File: src/rtl/fixed_point_divider_pkg.sv
// Shared definitions for the fixed-point divider slice.
// Default widths, FSM encoding and Q-format limit constants.
package fixed_point_divider_pkg;

  localparam int N_DEF    = 16;
  localparam int FRAC_DEF = 10;

  typedef enum logic [1:0] {
    IDLE = 2'd0,
    CALC = 2'd1,
    FIX  = 2'd2,
    DONE = 2'd3
  } state_t;

  localparam logic [N_DEF-1:0] FP_MAX = 16'h7FFF;
  localparam logic [N_DEF-1:0] FP_MIN = 16'h8000;

endpackage

File: src/rtl/fixed_point_saturate.sv
// Applies a sign to an unsigned wide magnitude and clamps
// the result into a signed N-bit word, flagging saturation.
module fixed_point_saturate
  import fixed_point_divider_pkg::*;
#(
  parameter int N = N_DEF,
  parameter int W = N_DEF + FRAC_DEF
) (
  input  logic [W-1:0] mag,
  input  logic         sign,
  output logic [N-1:0] value,
  output logic         overflow
);

  localparam logic [N-1:0] MAX = {1'b0, {(N-1){1'b1}}};
  localparam logic [N-1:0] MIN = {1'b1, {(N-1){1'b0}}};
  localparam logic [W-1:0] POS_LIM = W'(MAX);
  localparam logic [W-1:0] NEG_LIM = W'(MIN);

  // A negative result may reach one step further than a positive one.
  always_comb begin
    value    = mag[N-1:0];
    overflow = 1'b0;
    if (!sign && mag > POS_LIM) begin
      value    = MAX;
      overflow = 1'b1;
    end else if (sign && mag > NEG_LIM) begin
      value    = MIN;
      overflow = 1'b1;
    end else if (sign) begin
      value = -mag[N-1:0];
    end
  end

endmodule

File: src/rtl/fixed_point_divider.sv
// Sequential signed fixed-point divider, one quotient bit per clock.
// Restoring division on magnitudes, then sign fix and saturation.
module fixed_point_divider
  import fixed_point_divider_pkg::*;
#(
  parameter int N    = N_DEF,
  parameter int FRAC = FRAC_DEF
) (
  input  logic         clk,
  input  logic         reset,
  input  logic         enable,
  input  logic         start,
  input  logic [N-1:0] dividend,
  input  logic [N-1:0] divisor,
  output logic         busy,
  output logic         finish,
  output logic [N-1:0] quotient,
  output logic         overflow,
  output logic         div_by_zero
);

  localparam int W  = N + FRAC;
  localparam int CW = $clog2(W);
  localparam logic [CW-1:0] LAST = CW'(W - 1);
  localparam logic [N-1:0] MAX = {1'b0, {(N-1){1'b1}}};
  localparam logic [N-1:0] MIN = {1'b1, {(N-1){1'b0}}};

  state_t state;
  state_t state_nx;

  logic [W-1:0]  work;
  logic [N-1:0]  rem;
  logic [N-1:0]  b_mag;
  logic          sign;
  logic [CW-1:0] count;

  logic [N-1:0]  a_abs;
  logic [N-1:0]  b_abs;
  logic [N:0]    rem_sh;
  logic [N-1:0]  rem_tr;
  logic          q_bit;
  logic          accept;
  logic          zero_div;
  logic [N-1:0]  sat_val;
  logic          sat_ovf;

  assign a_abs    = dividend[N-1] ? -dividend : dividend;
  assign b_abs    = divisor[N-1] ? -divisor : divisor;
  assign zero_div = (divisor == '0);
  assign accept   = start && (state == IDLE || state == DONE);

  // The stored remainder is always below b, so it fits in N bits.
  assign rem_sh = {rem, work[W-1]};
  assign q_bit  = (rem_sh >= {1'b0, b_mag});
  assign rem_tr = rem_sh[N-1:0] - b_mag;

  fixed_point_saturate #(
    .N(N),
    .W(W)
  ) u_sat (
    .mag      (work),
    .sign     (sign),
    .value    (sat_val),
    .overflow (sat_ovf)
  );

  always_ff @(posedge clk) begin
    if (reset) begin
      state <= IDLE;
    end else if (enable) begin
      state <= state_nx;
    end
  end

  always_comb begin
    state_nx = state;
    unique case (state)
      IDLE, DONE: begin
        if (start) state_nx = zero_div ? FIX : CALC;
      end
      CALC: begin
        if (count == LAST) state_nx = FIX;
      end
      FIX: state_nx = DONE;
      default: state_nx = IDLE;
    endcase
  end

  always_comb begin
    busy   = (state == CALC) || (state == FIX);
    finish = (state == DONE);
  end

  always_ff @(posedge clk) begin
    if (reset) begin
      work        <= '0;
      rem         <= '0;
      b_mag       <= '0;
      sign        <= 1'b0;
      count       <= '0;
      quotient    <= '0;
      overflow    <= 1'b0;
      div_by_zero <= 1'b0;
    end else if (enable) begin
      if (accept) begin
        sign        <= dividend[N-1] ^ divisor[N-1];
        b_mag       <= b_abs;
        work        <= {a_abs, {FRAC{1'b0}}};
        rem         <= '0;
        count       <= '0;
        overflow    <= 1'b0;
        div_by_zero <= zero_div;
      end else if (state == CALC) begin
        rem   <= q_bit ? rem_tr : rem_sh[N-1:0];
        work  <= {work[W-2:0], q_bit};
        count <= (count == LAST) ? '0 : count + 1'b1;
      end else if (state == FIX) begin
        if (div_by_zero) begin
          quotient <= sign ? MIN : MAX;
        end else begin
          quotient <= sat_val;
          overflow <= sat_ovf;
        end
      end
    end
  end

endmodule

File: config.mk
export PLATFORM = sky130hd
export DESIGN_NAME = fixed_point_divider
export DESIGN_NICKNAME = d
export VERILOG_FILES = /design/src/rtl/fixed_point_divider_pkg.sv /design/src/rtl/fixed_point_saturate.sv /design/src/rtl/fixed_point_divider.sv
export SDC_FILE = /design/constraint.sdc
export NUM_CORES = 1
export LEC_CHECK = 0
export ABC_AREA = 1
export ABC_CLOCK_PERIOD_IN_PS = 2440
export BUFFER_PORTS_ARGS = -buffer_cell sky130_fd_sc_hd__clkbuf_2
export CAP_MARGIN = 15
export CORE_AREA = 2 2 110 112
export DETAILED_ROUTE_END_ITERATION = 12
export DIE_AREA = 0 0 112 114
export PLACE_DENSITY_LB_ADDON = 0.3
export RECOVER_POWER = 50
export SLEW_MARGIN = 10
export SYNTH_ARGS = -nofsm -noshare
export SYNTH_HDL_FRONTEND = slang
export SYNTH_SLANG_ARGS = --single-unit
File: constraint.sdc
create_clock -name clk -period 2.44 [get_ports clk]
set_clock_uncertainty 0.15 [all_clocks]
set_input_delay 0.488 -clock clk [delete_from_list [all_inputs] [get_ports clk]]
set_output_delay 0.488 -clock clk [all_outputs]
set_load 0.01 [all_outputs]
==> impl_metrics.tcl <==
set metrics [dict create \
    cts_made_buffers 9 \
    synth_area_leader_cell "dfxtp_1" \
    ys_top_cells_by_area "dfxtp_1 29%, nand2_1 15%, inv_1 7.4%" \
    grt_pass1_vias 5246 \
    synth_nets 950 \
    drive_gt1_frac 0.111 \
    pwr-share-comb 0.304 \
    cp-start-kind "register" \
    crit_arrival_ns 2.31 \
    path_clk_slew_ns 0.07 \
    diodes 0 \
    power.internal_uw 2750 \
    wl_per_cell_microns 13.4 \
    p_clk_frac 0.338 \
    max_slew_margin 0.716 \
    yosysMostFrequentCell "nand2_1" \
    grt-ovfl-total 0 \
    drv_cap 0 \
    clock_latency_ns 0.35 \
    finish.utilization 0.552 \
    swShare 0.351 \
    fillCellCount 1169 \
    final_nets 1004 \
    crit_path_cell_trace "inv_1 > ha_1 > nand2_1 > inv_1 > nand2_1 > nand2_1 > nand2_1 > nand2_1 > nor2_2 > buf_4 > nand3b_1 > nand3_1 > a21oi_1" \
    yosys_warnings 0 \
    cts_root_buffer "clkbuf_16" \
    fmax_ghz 0.447 \
    pwr-share-seq 0.358 \
    syn2layout_area_growth_pct 13.5 \
    netlist_area_sq_mm 0.00570 \
    critPathTopFamily "simple AND/OR/NAND/NOR gates" \
    ir_worst_vdd_mv 0.342 \
    worstHoldPathType "in2reg" \
    fin_ws_ns 0.201 \
    drtPass1Iterations 7 \
    max_stage_delay_ns 0.35 \
    yosysSeqAreaShare 0.295 \
    worstSetupPathType "reg2reg" \
    die-area_sq_mm 0.0128 \
    status "finished, final reports clean" \
    io_pins 56 \
    critical_path_buf_inv_count 3 \
    finalSetupTns_ns 0 \
    synth_top_cell_area_share 0.295 \
    die_y_microns 114 \
    final_max_slew_viol_count 0 \
    hold_ws_ns 0.267 \
    core-area_sq_mm 0.0117 \
    setup_violations 0 \
    globalplace.congestion 0.873 \
    io_buffers 55 \
    fin_area_sq_mm 0.00647 \
    synth_area_per_cell_sq_um 6.41 \
    critPathSlowestCell "ha_1" \
    dp_slack_ns 0.125 \
    std_cell_rows 40 \
    vias 5753 \
    fin_crit_ns 2.24 \
    dpl-instance-area_sq_mm 0.00615 \
    grt_pass1_wl_mm 24.3 \
    path_depth 13 \
    synth-edff-count 0 \
    ant_nets 0 \
    regArea_sq_mm 0.00168 \
    cp_max_fo 9 \
    cts_max_level 3 \
    synthArstFlopShare 0 \
    tightest_slew_ns 0.427 \
    end_kind "register" \
    ys_ff_latch 84 \
    cts_tree "built" \
    synthTopCellsByCount "233 x nand2_1, 112 x inv_1, 84 x dfxtp_1" \
    finalCritPeriodShare 0.918 \
    hold_buffers 0 \
    clock_path_buffers 2 \
    first_iter_violations 334 \
    r2r_cells 13 \
    synthFlopType "dfxtp_1" \
    rsz0062_at_grt "false" \
    grt_usage 0.232 \
    antenna_found_initial 0 \
    dpl.hpwl_mm 11.0 \
    ys_types 47 \
    grt_max_degree 39 \
    cp.required_ns 2.51 \
    hold_viol 0 \
    p_sw_uw 1490 \
    multi_input_area_sq_mm 0.00344 \
    clock-sinks 84 \
    p_leak_uw 0.00300 \
    power.density_mw_per_mm2 657 \
    totalWireLength_mm 14.7 \
    critical_path.most_common_cell "nand2_1" \
    fp.dieW_microns 112 \
    drcViolationCount 0 \
    start_util 0.487 \
    viasPerCell 5.25 \
    synthCells 889 \
    holdPathStages 3 \
]
-- cell usage in the layout (no fill, tap or decap), types with 10 or more instances in the layout --
master    netlist  routed
clkbuf_2        0      37
a21oi_2        11      11
o21ai_0        56      56
nand4_1        10      10
nor2_1         71      70
ha_1           24      24
buf_4           1      16
inv_1         112     112
nand2_1       233     233
nand3b_1       13      13
nand3_1        59      59
clkbuf_1       23      20
a21oi_1        78      78
xor2_1         20      20
dfxtp_1        84      84
-- cell families (layout without fill, tap and decap cells) --
kind of cell	after synthesis	after routing	share of synthesized area
and+or+nand+nor	421	421	0.319
AOI/OAI and AO/OA	180	180	0.180
buffers and inverters	150	209	0.105
DFF	84	84	0.295
xor gates and xnor gates	29	29	0.0446
adders and majority gates	25	25	0.0562
-- path summary, 6_finish.rpt --
| path | start | to | slack (ns) |
|---|---|---|---|
| setup / recovery | b_mag[12]$_SDFFE_PP0P_ | rem[9]$_SDFFE_PP0P_ | 0.20 |
| hold / removal | dividend[0] | work[10]$_SDFFE_PP0P_ | 0.27 |
| setup reg to reg | b_mag[12]$_SDFFE_PP0P_ | rem[9]$_SDFFE_PP0P_ | 0.20 |
| hold reg to reg | count[4]$_SDFFE_PP0P_ | count[4]$_SDFFE_PP0P_ | 0.32 |
-- state kept, by name, indices dropped and copies added, names as in the netlist --
register and flops:
b_mag 16, count 5, div_by_zero 1, overflow 1
quotient 16, rem 16, sign 1, state 2
work 26
-- power by group through the flow --
stage | registers, uW | logic [uW] | clock network [uW]
floorplan | 1540 | 959 | 0
global placement | 1550 | 1250 | 0
detailed placement | 1550 | 1260 | 0
CTS | 1520 | 1260 | 1450
global route | 1530 | 1470 | 1510
finish | 1520 | 1290 | 1430
-- worst reg2reg max path: cells and delay by family (launching register included) --
kind                       cells  cell delay (ns)
DFF                            1             0.33
buffers and inverters          3             0.35
and+or+nand+nor                8             0.86
AOI/OAI and AO/OA              1             0.07
adders and majority gates      1             0.35
-- repair_timing --
| action | in CTS | in global routing |
|---|---|---|
| setup buffers | 0 | 1 |
| gates resized for setup | 0 | 7 |
| endpoints found under the setup margin | 0 | 23 |
| hold endpoints to repair | 0 | 0 |
-- area by class of cell --
class / count / share of cell area
Clock buffer: 10 / 0.0370
Clock inverter: 6 / 0.0110
Inverter: 117 / 0.0685
Multi-Input combinational cell: 655 / 0.533
Sequential cell: 84 / 0.260
Tap cell: 147 / 0.0284
Timing Repair Buffer: 75 / 0.0613
Timing Repair inverter: 1 / 0.00116
-- stage by stage --
stage / power (uW) / cells
6_report: 4250 / 1095
5_1_grt: 4510 / 1095
4_1_cts: 4230 / 1093
3_5_place_dp: 2810 / 1077
3_3_place_gp: 2800 / 1077
2_1_floorplan: 2490 / 889
-- layer usage --
layer  GRT usage  vias up  part of all wire  wire length [microns]
li1            -     3000                 -                      -
met1       0.291     2607              0.46                   6710
met2       0.409      128              0.49                   7130
met3      0.0446       18             0.043                    630
met4      0.0634        0             0.014                    201
met5           0        -                 0                      0
(Power assumes the default switching activity.)
